File: src/rtl/control_pkg.sv
// Shared opcodes, sequencer states and control-word bit indices for the Mini SRC control unit.
package control_pkg;

  localparam int OP_LDI      = 5'b00001;
  localparam int OP_ADD      = 5'b00011;
  localparam int OP_SUB      = 5'b00100;
  localparam int OP_SHR      = 5'b00101;
  localparam int OP_SHL      = 5'b00110;
  localparam int OP_ROR      = 5'b00111;
  localparam int OP_ROL      = 5'b01000;
  localparam int OP_AND      = 5'b01001;
  localparam int OP_OR       = 5'b01010;
  localparam int OP_ALU_LAST = 5'b01011;
  localparam int OP_BR       = 5'b10010;
  localparam int OP_JR       = 5'b10100;
  localparam int OP_JAL      = 5'b10101;
  localparam int OP_NOP      = 5'b11010;
  localparam int OP_HALT     = 5'b11011;

  // 3 bits already reach T6, so the BRANCH_EN build needs no wider counter
  localparam int STEP_W = 3;

  typedef enum logic [2:0] {
    ST_RESET,
    ST_FETCH0,
    ST_FETCH1,
    ST_FETCH1_WAIT,
    ST_FETCH2,
    ST_EXEC,
    ST_HALTED
  } state_t;

  localparam int C_PCOUT    = 0;
  localparam int C_MARIN    = 1;
  localparam int C_INCPC    = 2;
  localparam int C_ZIN      = 3;
  localparam int C_ZLO_OUT  = 4;
  localparam int C_PCIN     = 5;
  localparam int C_MDRIN    = 6;
  localparam int C_MEM_READ = 7;
  localparam int C_MEM_EN   = 8;
  localparam int C_MDROUT   = 9;
  localparam int C_IRIN     = 10;
  localparam int C_GRA      = 11;
  localparam int C_GRB      = 12;
  localparam int C_GRC      = 13;
  localparam int C_ROUT     = 14;
  localparam int C_RIN      = 15;
  localparam int C_BAOUT    = 16;
  localparam int C_YIN      = 17;
  localparam int C_COUT     = 18;
  localparam int C_CONIN    = 19;
  localparam int CTRL_W     = 20;

endpackage

File: src/rtl/control_decode.sv
// Combinational execute-step decoder: (opcode, step) -> control word, ALU op, last-step and illegal flags.
// BRANCH_EN adds the four-step br sequence; otherwise br decodes as illegal.
module control_decode
  import control_pkg::*;
#(
  parameter int OPCODE_W = 5
) (
  input  logic [OPCODE_W-1:0] op,
  input  logic [STEP_W-1:0]   step,
  input  logic                con_ff_bit,
  output logic [CTRL_W-1:0]   ctrl,
  output logic [OPCODE_W-1:0] alu_op,
  output logic                last_step,
  output logic                illegal
);

  logic is_ldi;
  logic is_alu;

  assign is_ldi = (op == OPCODE_W'(OP_LDI));
  assign is_alu = (op >= OPCODE_W'(OP_ADD)) && (op <= OPCODE_W'(OP_ALU_LAST));

`ifndef BRANCH_EN
  logic unused_con;
  assign unused_con = con_ff_bit;
`endif

  always_comb begin
    ctrl      = '0;
    alu_op    = '0;
    last_step = 1'b1;
    illegal   = 1'b0;
    if (is_ldi || is_alu) begin
      // ldi reuses the R-type shape with BAout (r0 reads as 0) and C as operands
      case (step)
        STEP_W'(3): begin
          ctrl[C_GRB] = 1'b1;
          ctrl[C_YIN] = 1'b1;
          if (is_alu) ctrl[C_ROUT] = 1'b1;
          else        ctrl[C_BAOUT] = 1'b1;
          last_step = 1'b0;
        end
        STEP_W'(4): begin
          ctrl[C_ZIN] = 1'b1;
          if (is_alu) begin
            ctrl[C_GRC]  = 1'b1;
            ctrl[C_ROUT] = 1'b1;
            alu_op       = op;
          end else begin
            ctrl[C_COUT] = 1'b1;
            alu_op       = OPCODE_W'(OP_ADD);
          end
          last_step = 1'b0;
        end
        default: begin
          ctrl[C_ZLO_OUT] = 1'b1;
          ctrl[C_GRA]     = 1'b1;
          ctrl[C_RIN]     = 1'b1;
        end
      endcase
    end else if (op == OPCODE_W'(OP_JR)) begin
      ctrl[C_GRA]  = 1'b1;
      ctrl[C_ROUT] = 1'b1;
      ctrl[C_PCIN] = 1'b1;
    end else if (op == OPCODE_W'(OP_JAL)) begin
      if (step == STEP_W'(3)) begin
        ctrl[C_PCOUT] = 1'b1;
        ctrl[C_GRB]   = 1'b1;
        ctrl[C_RIN]   = 1'b1;
        last_step     = 1'b0;
      end else begin
        ctrl[C_GRA]  = 1'b1;
        ctrl[C_ROUT] = 1'b1;
        ctrl[C_PCIN] = 1'b1;
      end
`ifdef BRANCH_EN
    end else if (op == OPCODE_W'(OP_BR)) begin
      case (step)
        STEP_W'(3): begin
          ctrl[C_GRA]   = 1'b1;
          ctrl[C_ROUT]  = 1'b1;
          ctrl[C_CONIN] = 1'b1;
          last_step     = 1'b0;
        end
        STEP_W'(4): begin
          ctrl[C_PCOUT] = 1'b1;
          ctrl[C_YIN]   = 1'b1;
          last_step     = 1'b0;
        end
        STEP_W'(5): begin
          ctrl[C_COUT] = 1'b1;
          ctrl[C_ZIN]  = 1'b1;
          alu_op       = OPCODE_W'(OP_ADD);
          last_step    = 1'b0;
        end
        default: begin
          ctrl[C_ZLO_OUT] = 1'b1;
          ctrl[C_PCIN]    = con_ff_bit;
        end
      endcase
`endif
    end else if ((op != OPCODE_W'(OP_NOP)) && (op != OPCODE_W'(OP_HALT))) begin
      illegal = (step == STEP_W'(3));
    end
  end

endmodule

File: src/rtl/control_sequencer.sv
// Hardwired Mini SRC control sequencer: fetch T0-T2, decoded execute steps, stop/halt handling.
// Optional macro BRANCH_EN enables the br instruction (see control_decode).
//
// state          | meaning
// ST_RESET       | idle after clear, all strobes low
// ST_FETCH0      | T0: PC to MAR, increment PC
// ST_FETCH1      | T1 first cycle: PC update, start memory read
// ST_FETCH1_WAIT | T1 extra cycles holding the memory read
// ST_FETCH2      | T2: MDR to IR
// ST_EXEC        | T3.. execute steps from the decoder
// ST_HALTED      | stopped until clear
module control_sequencer
  import control_pkg::*;
#(
  parameter int DATA_WIDTH      = 32,
  parameter int OPCODE_W        = 5,
  parameter int MEM_WAIT_CYCLES = 0
) (
  input  logic                  Clock,
  input  logic                  clear,
  input  logic [DATA_WIDTH-1:0] ir,
  input  logic                  con_ff_bit,
  input  logic                  stop,
  output logic [CTRL_W-1:0]     ctrl,
  output logic [OPCODE_W-1:0]   opcode,
  output logic                  run,
  output logic                  illegal
);

  state_t            state, state_nxt;
  logic [STEP_W-1:0] step, step_nxt;
  logic [2:0]        wait_cnt, wait_cnt_nxt;

  logic [OPCODE_W-1:0] ir_op;
  logic [CTRL_W-1:0]   dec_ctrl;
  logic [OPCODE_W-1:0] dec_alu_op;
  logic                dec_last;
  logic                dec_illegal;
  logic                unused_ir;

  assign ir_op     = ir[DATA_WIDTH-1 -: OPCODE_W];
  assign unused_ir = ^ir[DATA_WIDTH-OPCODE_W-1:0];

  control_decode #(.OPCODE_W(OPCODE_W)) u_decode (
    .op        (ir_op),
    .step      (step),
    .con_ff_bit(con_ff_bit),
    .ctrl      (dec_ctrl),
    .alu_op    (dec_alu_op),
    .last_step (dec_last),
    .illegal   (dec_illegal)
  );

  always_ff @(posedge Clock) begin
    if (clear) begin
      state    <= ST_RESET;
      step     <= '0;
      wait_cnt <= '0;
    end else begin
      state    <= state_nxt;
      step     <= step_nxt;
      wait_cnt <= wait_cnt_nxt;
    end
  end

  always_comb begin
    state_nxt    = state;
    step_nxt     = step;
    wait_cnt_nxt = wait_cnt;
    ctrl         = '0;
    opcode       = '0;
    illegal      = 1'b0;
    run          = (state != ST_RESET) && (state != ST_HALTED);
    case (state)
      ST_RESET: begin
        state_nxt = ST_FETCH0;
        step_nxt  = '0;
      end
      ST_FETCH0: begin
        ctrl[C_PCOUT] = 1'b1;
        ctrl[C_MARIN] = 1'b1;
        ctrl[C_INCPC] = 1'b1;
        ctrl[C_ZIN]   = 1'b1;
        state_nxt     = ST_FETCH1;
        step_nxt      = STEP_W'(1);
      end
      ST_FETCH1: begin
        ctrl[C_ZLO_OUT]  = 1'b1;
        ctrl[C_PCIN]     = 1'b1;
        ctrl[C_MDRIN]    = 1'b1;
        ctrl[C_MEM_READ] = 1'b1;
        ctrl[C_MEM_EN]   = 1'b1;
        if (MEM_WAIT_CYCLES == 0) begin
          state_nxt = ST_FETCH2;
          step_nxt  = STEP_W'(2);
        end else begin
          state_nxt    = ST_FETCH1_WAIT;
          wait_cnt_nxt = 3'(MEM_WAIT_CYCLES);
        end
      end
      ST_FETCH1_WAIT: begin
        ctrl[C_MDRIN]    = 1'b1;
        ctrl[C_MEM_READ] = 1'b1;
        ctrl[C_MEM_EN]   = 1'b1;
        wait_cnt_nxt     = wait_cnt - 3'd1;
        if (wait_cnt == 3'd1) begin
          state_nxt = ST_FETCH2;
          step_nxt  = STEP_W'(2);
        end
      end
      ST_FETCH2: begin
        ctrl[C_MDROUT] = 1'b1;
        ctrl[C_IRIN]   = 1'b1;
        // nop/halt are resolved here from the opcode presented on ir
        if (ir_op == OPCODE_W'(OP_HALT)) begin
          state_nxt = ST_HALTED;
          step_nxt  = '0;
        end else if (ir_op == OPCODE_W'(OP_NOP)) begin
          state_nxt = stop ? ST_HALTED : ST_FETCH0;
          step_nxt  = '0;
        end else begin
          state_nxt = ST_EXEC;
          step_nxt  = STEP_W'(3);
        end
      end
      ST_EXEC: begin
        ctrl    = dec_ctrl;
        opcode  = dec_alu_op;
        illegal = dec_illegal;
        if (dec_last) begin
          state_nxt = stop ? ST_HALTED : ST_FETCH0;
          step_nxt  = '0;
        end else begin
          step_nxt = step + STEP_W'(1);
        end
      end
      ST_HALTED: begin
        step_nxt = '0;
      end
      default: begin
        state_nxt = ST_RESET;
        step_nxt  = '0;
      end
    endcase
  end

endmodule
File: config.mk
export PLATFORM = sky130hd
export DESIGN_NAME = control_sequencer
export DESIGN_NICKNAME = d
export VERILOG_FILES = /design/src/rtl/control_pkg.sv /design/src/rtl/control_decode.sv /design/src/rtl/control_sequencer.sv
export SDC_FILE = /design/constraint.sdc
export NUM_CORES = 1
export LEC_CHECK = 0
export ABC_AREA = 1
export ABC_CLOCK_PERIOD_IN_PS = 1400
export BUFFER_PORTS_ARGS = -buffer_cell sky130_fd_sc_hd__buf_4
export CORE_MARGIN = 10
export CORE_UTILIZATION = 41
export DETAILED_ROUTE_END_ITERATION = 7
export GPL_TIMING_DRIVEN = 0
export HOLD_SLACK_MARGIN = 0.08
export PLACE_DENSITY = 0.77
export SLEW_MARGIN = 20
export SYNTH_ARGS = -nofsm -noshare
export SYNTH_HDL_FRONTEND = slang
export SYNTH_HIERARCHICAL = 1
export SYNTH_SLANG_ARGS = --single-unit
File: constraint.sdc
create_clock -name Clock -period 1.4 [get_ports Clock]
set_clock_uncertainty 0.15 [all_clocks]
set_input_delay 0.14 -clock Clock [delete_from_list [all_inputs] [get_ports Clock]]
set_output_delay 0.14 -clock Clock [all_outputs]
set_load 0.005 [all_outputs]
### After elaboration in Yosys (flattened, before gate mapping)

Index checks and enable logic that the tools add are counted.

| word-level totals | value |
|---|---|
| bits in registers | 9 |
| bits in latches | 0 |
| RAM bits | 0 |
| ROM bits | 0 |
| bits of input ports | 36 |
| output and inout bits | 27 |
| word-level logic and storage cells | 89 |
| memories | 0 |

| operators by class | value |
|---|---|
| $add $sub $neg | 2 |
| multipliers | 0 |
| divide/modulo/power cells | 0 |
| order comparisons | 2 |
| equality and inequality tests | 19 |
| shifts and indexed selects | 0 |
| multiplexer cells | 53 |
| bitwise logic cells | 1 |
| reduce and logical (&&, ||, !) cells | 9 |

Operators by type and width:

| operator | number |
|---|---|
| $mux W3 | 10 |
| $mux W1 | 25 |
| $pmux W3 S7 | 1 |
| $eq A5 B5 Y1 const B | 4 |
| $mux W5 | 4 |
| $mux W2 | 8 |
| $pmux W3 S5 | 1 |
| $eq A3 B3 Y1 const B | 4 |
| $ne A5 B5 Y1 const B | 2 |
| $eq A3 B2 Y1 const B | 3 |
| $mux W8 | 1 |
| $pmux W4 S2 | 1 |
| $eq A3 B1 Y1 const B | 2 |
| $eq A5 B1 Y1 const B | 1 |
| $ge A5 B2 Y1 const B | 1 |
| $le A5 B4 Y1 const B | 1 |
| $ne A2 B2 Y1 const B | 2 |
| $pmux W2 S2 | 1 |
| $reduce_or A2 Y1 | 2 |
| $add A3 B1 Y3 const B | 1 |
| $logic_and A1 B1 Y1 | 3 |
| $logic_not A3 Y1 | 1 |
| $ne A3 B3 Y1 const B | 1 |
| $reduce_and A3 Y1 | 1 |
| 5 further kinds | 5 |

### Longest topological paths before layout

| depth | value |
|---|---|
| depth in word-level cells | 7 |
| gate-level depth with buffers | 13 |
| depth with buffers taken out | 13 |

### Cells and area by module

Netlist, hierarchy kept.

By module, submodules not included:

| module | instances | cells an instance | area each (sq um) | sequential area each (sq um) |
|---|---|---|---|---|
| control_sequencer | 1 | 142 | 818.3 | 180.2 |
| control_decode | 1 | 70 | 366.6 | 0.0 |

### Least setup slack after synthesis

OpenSTA, ideal clock, no wires.

| timing path | value |
|---|---|
| kind | register to register |
| from | register step[0] |
| to | register state[0] |
| library setup time | 58 ps |
| arrival time | 1254 ps |
| data required time | 1192 ps |
| slack | -62 ps |
| cell stages (with the launch flop) | 13 |
| path buffers | 0 |
| period minus slack after synthesis | 1462 ps |
| path through | dfxtp_1 -> nor2_1 -> nand2_1 -> nand2_1 -> inv_1 -> nand2_4 -> nand2_1 -> inv_1 -> nand2_4 -> nand2_4 -> nor2_2 -> nand2_1 -> nand2_1 |

| on the way | value |
|---|---|
| word-level cells in the longest chain between the ends | 7 |
| elaborated cells on any way between the ends | 10 |
| classes of those cells | eq/ne (3); mux (5); reduce/logical (2) |

Ends and longest elaborated chain:

| item | RTL line | text |
|---|---|---|
| from (decl) | control_sequencer.sv:31 | `logic [STEP_W-1:0] step, step_nxt;` |
| from (signal assigned) | control_sequencer.sv:61 | `step <= step_nxt;` |
| $eq A3 B2 Y1 | control_decode.sv:35, control_decode.sv:66 |  |
| $mux W1 | control_decode.sv:66 | `if (step == STEP_W'(3)) begin` |
| $mux W1 | control_decode.sv:65 | `end else if (op == OPCODE_W'(OP_JAL)) begin` |
| $mux W1 | control_decode.sv:61 | `end else if (op == OPCODE_W'(OP_JR)) begin` |
| $mux W1 * | control_decode.sv:33 | `if (is_ldi \|\| is_alu) begin` |
| via dec_last | control_sequencer.sv:37 | `logic dec_last;` |
| $ne A2 B2 Y1 (no source line) * | -- |  |
| $reduce_and A3 Y1 (no source line) * | -- |  |
| to (signal assigned) | control_sequencer.sv:60 | `state <= state_nxt;` |
| to (decl) | control_sequencer.sv:30 | `state_t state, state_nxt;` |

The timed path passes the listed nets; every way through them passes the cells marked *.
A chain may end at the register's enable or synchronous reset.

### Worst setup path after layout

| timing path | value |
|---|---|
| from | register step[1] |
| to | output ctrl[14] |

| on the way | value |
|---|---|
| word-level cells in the longest chain between the ends | 6 |
| elaborated cells on any way between the ends | 8 |
| classes of those cells | eq/ne (2); mux (6) |

Ends and longest elaborated chain:

| item | RTL line | text |
|---|---|---|
| $eq A3 B2 Y1 | control_decode.sv:35, control_decode.sv:66 |  |
| $mux W1 | control_decode.sv:66 |  |
| $mux W2 | control_decode.sv:65 |  |
| $mux W1 | control_decode.sv:61 |  |
| $mux W2 * | control_decode.sv:33 |  |
| via dec_ctrl[14] | control_sequencer.sv:35 | `logic [CTRL_W-1:0] dec_ctrl;` |
| $mux W8 * | control_sequencer.sv:74 | `case (state)` |
| to (decl) | control_sequencer.sv:24 | `output logic [CTRL_W-1:0] ctrl,` |

Marks and branches as above.

==> flow_metrics.env <==
export IMPL_status="finished, violations left"
export IMPL_violations="setup timing"
export IMPL_synthArstFlopShare=0
export IMPL_drv_slew=0
export IMPL_first_iter_violations=94
export IMPL_antennaDiodeCount=0
export IMPL_core_area_um2=2760
export IMPL_antenna_found_initial=0
export IMPL_cp_cell_sequence="nor2_4 -> nand2_4 -> nand2_2 -> inv_2 -> o21ai_2 -> inv_1 -> nor2_1 -> buf_4"
export IMPL_grt_overflow_total=0
export IMPL_hold_class="input port to flip-flop"
export IMPL_min_period_ns=1.63
export IMPL_start_kind="flip-flop"
export IMPL_fmax_mhz=612
export IMPL_wl_per_cell_um=11.5
export IMPL_synth_area_leaders="nand2_1, dfxtp_1, inv_1"
export IMPL_holdCritStartpoint="stop"
export IMPL_irDropWorstVdd_mv=1.15
export IMPL_seq_area_frac_synth=0.152
export IMPL_worstPathRequired_ns=1.11
export IMPL_final_area_um2=1840
export IMPL_post_place_cells=283
export IMPL_combPwrFrac=0.713
export IMPL_nets=314
export IMPL_whs_ns=0.116
export IMPL_drc=0
export IMPL_grt_pass1_vias=1375
export IMPL_path_delay_family="simple AND/OR/NAND/NOR gates"
export IMPL_rsz0062_at_grt="true"
export IMPL_p_leak_nw=0.985
export IMPL_hold_violations=0
export IMPL_synth_top_area_cell="nand2_1"
export IMPL_yosys_warnings=6
export IMPL_worst_setup_path_end_kind="output pin"
export IMPL_crit_buf_inv=3
export IMPL_port_buffers=32
export IMPL_htreeDepth=1
export IMPL_area_growth_syn_to_layout_pct=54.9
export IMPL_die_area_um2=5440
export IMPL_min_path_cells=5
export IMPL_cts_buffers=3
export IMPL_period_share=1.17
export IMPL_p_switching_mw=1.08
export IMPL_setup_viol=25
export IMPL_clockBufferDepth=2
export IMPL_ys_ff_latch=9
export IMPL_path_max_fanout=6
export IMPL_dr_total_vias=1416
export IMPL_cts_tree="yes"
export IMPL_synth_edf_count=0
export IMPL_synth_simple_area_share=0.512
export IMPL_r2r_cells=11
export IMPL_dp_hpwl_mm=2.38
export IMPL_dr_pass1_iters=4
export IMPL_cts_sinks=9
export IMPL_clk_latency_ns=0.26
export IMPL_vias_per_cell=4.64
export IMPL_r2r_slack_ns=-0.11
export IMPL_swShare=0.453
export IMPL_yosysTopAreaCellShare=0.158
export IMPL_syn_inst=212
export IMPL_timing_rr_end="step[1]"
export IMPL_root_buffer="clkbuf_4"
export IMPL_internal_power_mw=1.31
export IMPL_initial_core_util=0.430
export IMPL_yosys_area_share_xor_xnor=0
export IMPL_die_w_um=73.8
export IMPL_num_io_pins=63
export IMPL_ys_flop_type="dfxtp_1"
export IMPL_place_congestion=0.868
export IMPL_arrival_ns=1.34
export IMPL_layout_setup_ws_ns=-0.233
export IMPL_place_ws_ns=-0.205
export IMPL_fin_util=0.666
export IMPL_clkPwrFrac=0.082
export IMPL_row_count=19
export IMPL_synth_compound_area_share=0.0845
export IMPL_yosys_cell_count_top_type="nand2_1"
export IMPL_grt_pass1_wl_mm=5.80
export IMPL_synth_top_family_by_area="simple AND/OR/NAND/NOR gates"
export IMPL_cap_viol_max_count=0
export IMPL_stdcell_count=305
export IMPL_syn_area_per_cell_um2=5.59
export IMPL_ant_nets=0
export IMPL_fillerInstances=243
export IMPL_synthAdderAreaFrac=0.0317
export IMPL_synth_cell_type_count=26
export IMPL_die_h_um=73.8
export IMPL_grt_max_degree=11
export IMPL_slowest_stage="dfxtp_4"
export IMPL_crit_type="flip-flop to output pin"
export IMPL_drt_wl_total_mm=3.52
export IMPL_slowest_delay_ns=0.36
export IMPL_layout_drive_gt1_share=0.460
export IMPL_worstHoldEndpoint="state[1]"
export IMPL_cts_clk_slew_worst_paths_ns=0.06
export IMPL_seq_power_share=0.204
export IMPL_r2r_start="step[1]"
export IMPL_grt_util_all_layers=0.128
export IMPL_placed_cell_area_um2=1510
export IMPL_synthTopCellsByCount="nand2_1, inv_1, nor2_1"
export IMPL_power_density_nw_per_um2=1300
export IMPL_synthMuxAreaShare=0
export IMPL_synth_area_um2=1180
[state kept, by name, summed over array words and instances (netlist names)]
signal	count
state	3
step	3
wait_cnt	3
[layer usage]
metal	routed length, µm	track usage
met5	0	0
met4	31	0.0559
met3	261	0.0417
met2	1880	0.231
met1	1350	0.130
[power groups by stage]
stage          clock network [mW]  logic, mW  registers [mW]
6_report                    0.197       1.70           0.487
3_3_place_gp                    0       1.16           0.455
5_1_grt                     0.226       1.87           0.497
2_1_floorplan                   0      0.726           0.425
3_5_place_dp                    0       1.17           0.458
4_1_cts                     0.205       1.52           0.465
[cell usage in the layout (no fill, tap or decap), types with 6 or more instances in the layout]
cell,n
nor2_2,6
nor2_1,32
nand3_1,10
inv_4,6
dfxtp_4,6
conb_1,9
o21ai_0,6
buf_4,52
buf_6,6
inv_2,10
nand2_4,11
nand2_1,40
inv_1,30
nand2_2,8
[worst reg2reg max path, stage by stage, from the launching register on]
cell	delay, ns
dfxtp_4	0.36
nor2_4	0.13
nand2_4	0.09
nand2_2	0.08
inv_2	0.05
nand2_4	0.08
nand2_2	0.06
nor2_1	0.09
nand3_1	0.07
nand3_1	0.08
nand2_1	0.06
a21oi_1	0.14
[kinds of logic after synthesis]
family | count (synthesis)
simple gates | 125
fa+ha+maj | 3
other cells | 1
buf+inv | 56
compound gates | 18
flops | 9
[worst max path at each step]
stage / start / to / slack [ns] / cells past startpoint
floorplan: step[0] / step[1] / -0.002 / 11
global placement: step[1] / step[1] / -0.20 / 10
detailed placement: step[1] / step[1] / -0.21 / 10
CTS: step[1] / ctrl[14] / -0.24 / 8
global route: step[1] / ctrl[14] / -0.33 / 8
finish: step[1] / ctrl[14] / -0.23 / 8
[what timing repair did]
item,CTS,global route
cloned,0,0
pin swaps,29,14
gates resized for setup,28,29
endpoints found under the setup margin,32,32
setup buffers,14,2
endpoints found under the hold margin,5,0
hold buffers,2,0
[stage by stage]
step | total power [mW] | TNS (ns)
after floorplan | 1.15 | -0.00218
final | 2.38 | -3.36
after CTS | 2.19 | -3.63
after global placement | 1.61 | -2.96
after global routing | 2.59 | -5.97
after detailed placement | 1.63 | -3.06
[layout make-up]
type | instances | area [µm²] | share of cell area
Multi-Input combinational cell | 155 | 902 | 0.491
Inverter | 46 | 188 | 0.102
Sequential cell | 9 | 203 | 0.110
Clock buffer | 4 | 26.3 | 0.0143
Tap cell | 31 | 38.8 | 0.0211
Buffer | 10 | 78.8 | 0.0429
Timing Repair Buffer | 50 | 399 | 0.217
No activity file was read; power rests on OpenSTA's default activity.
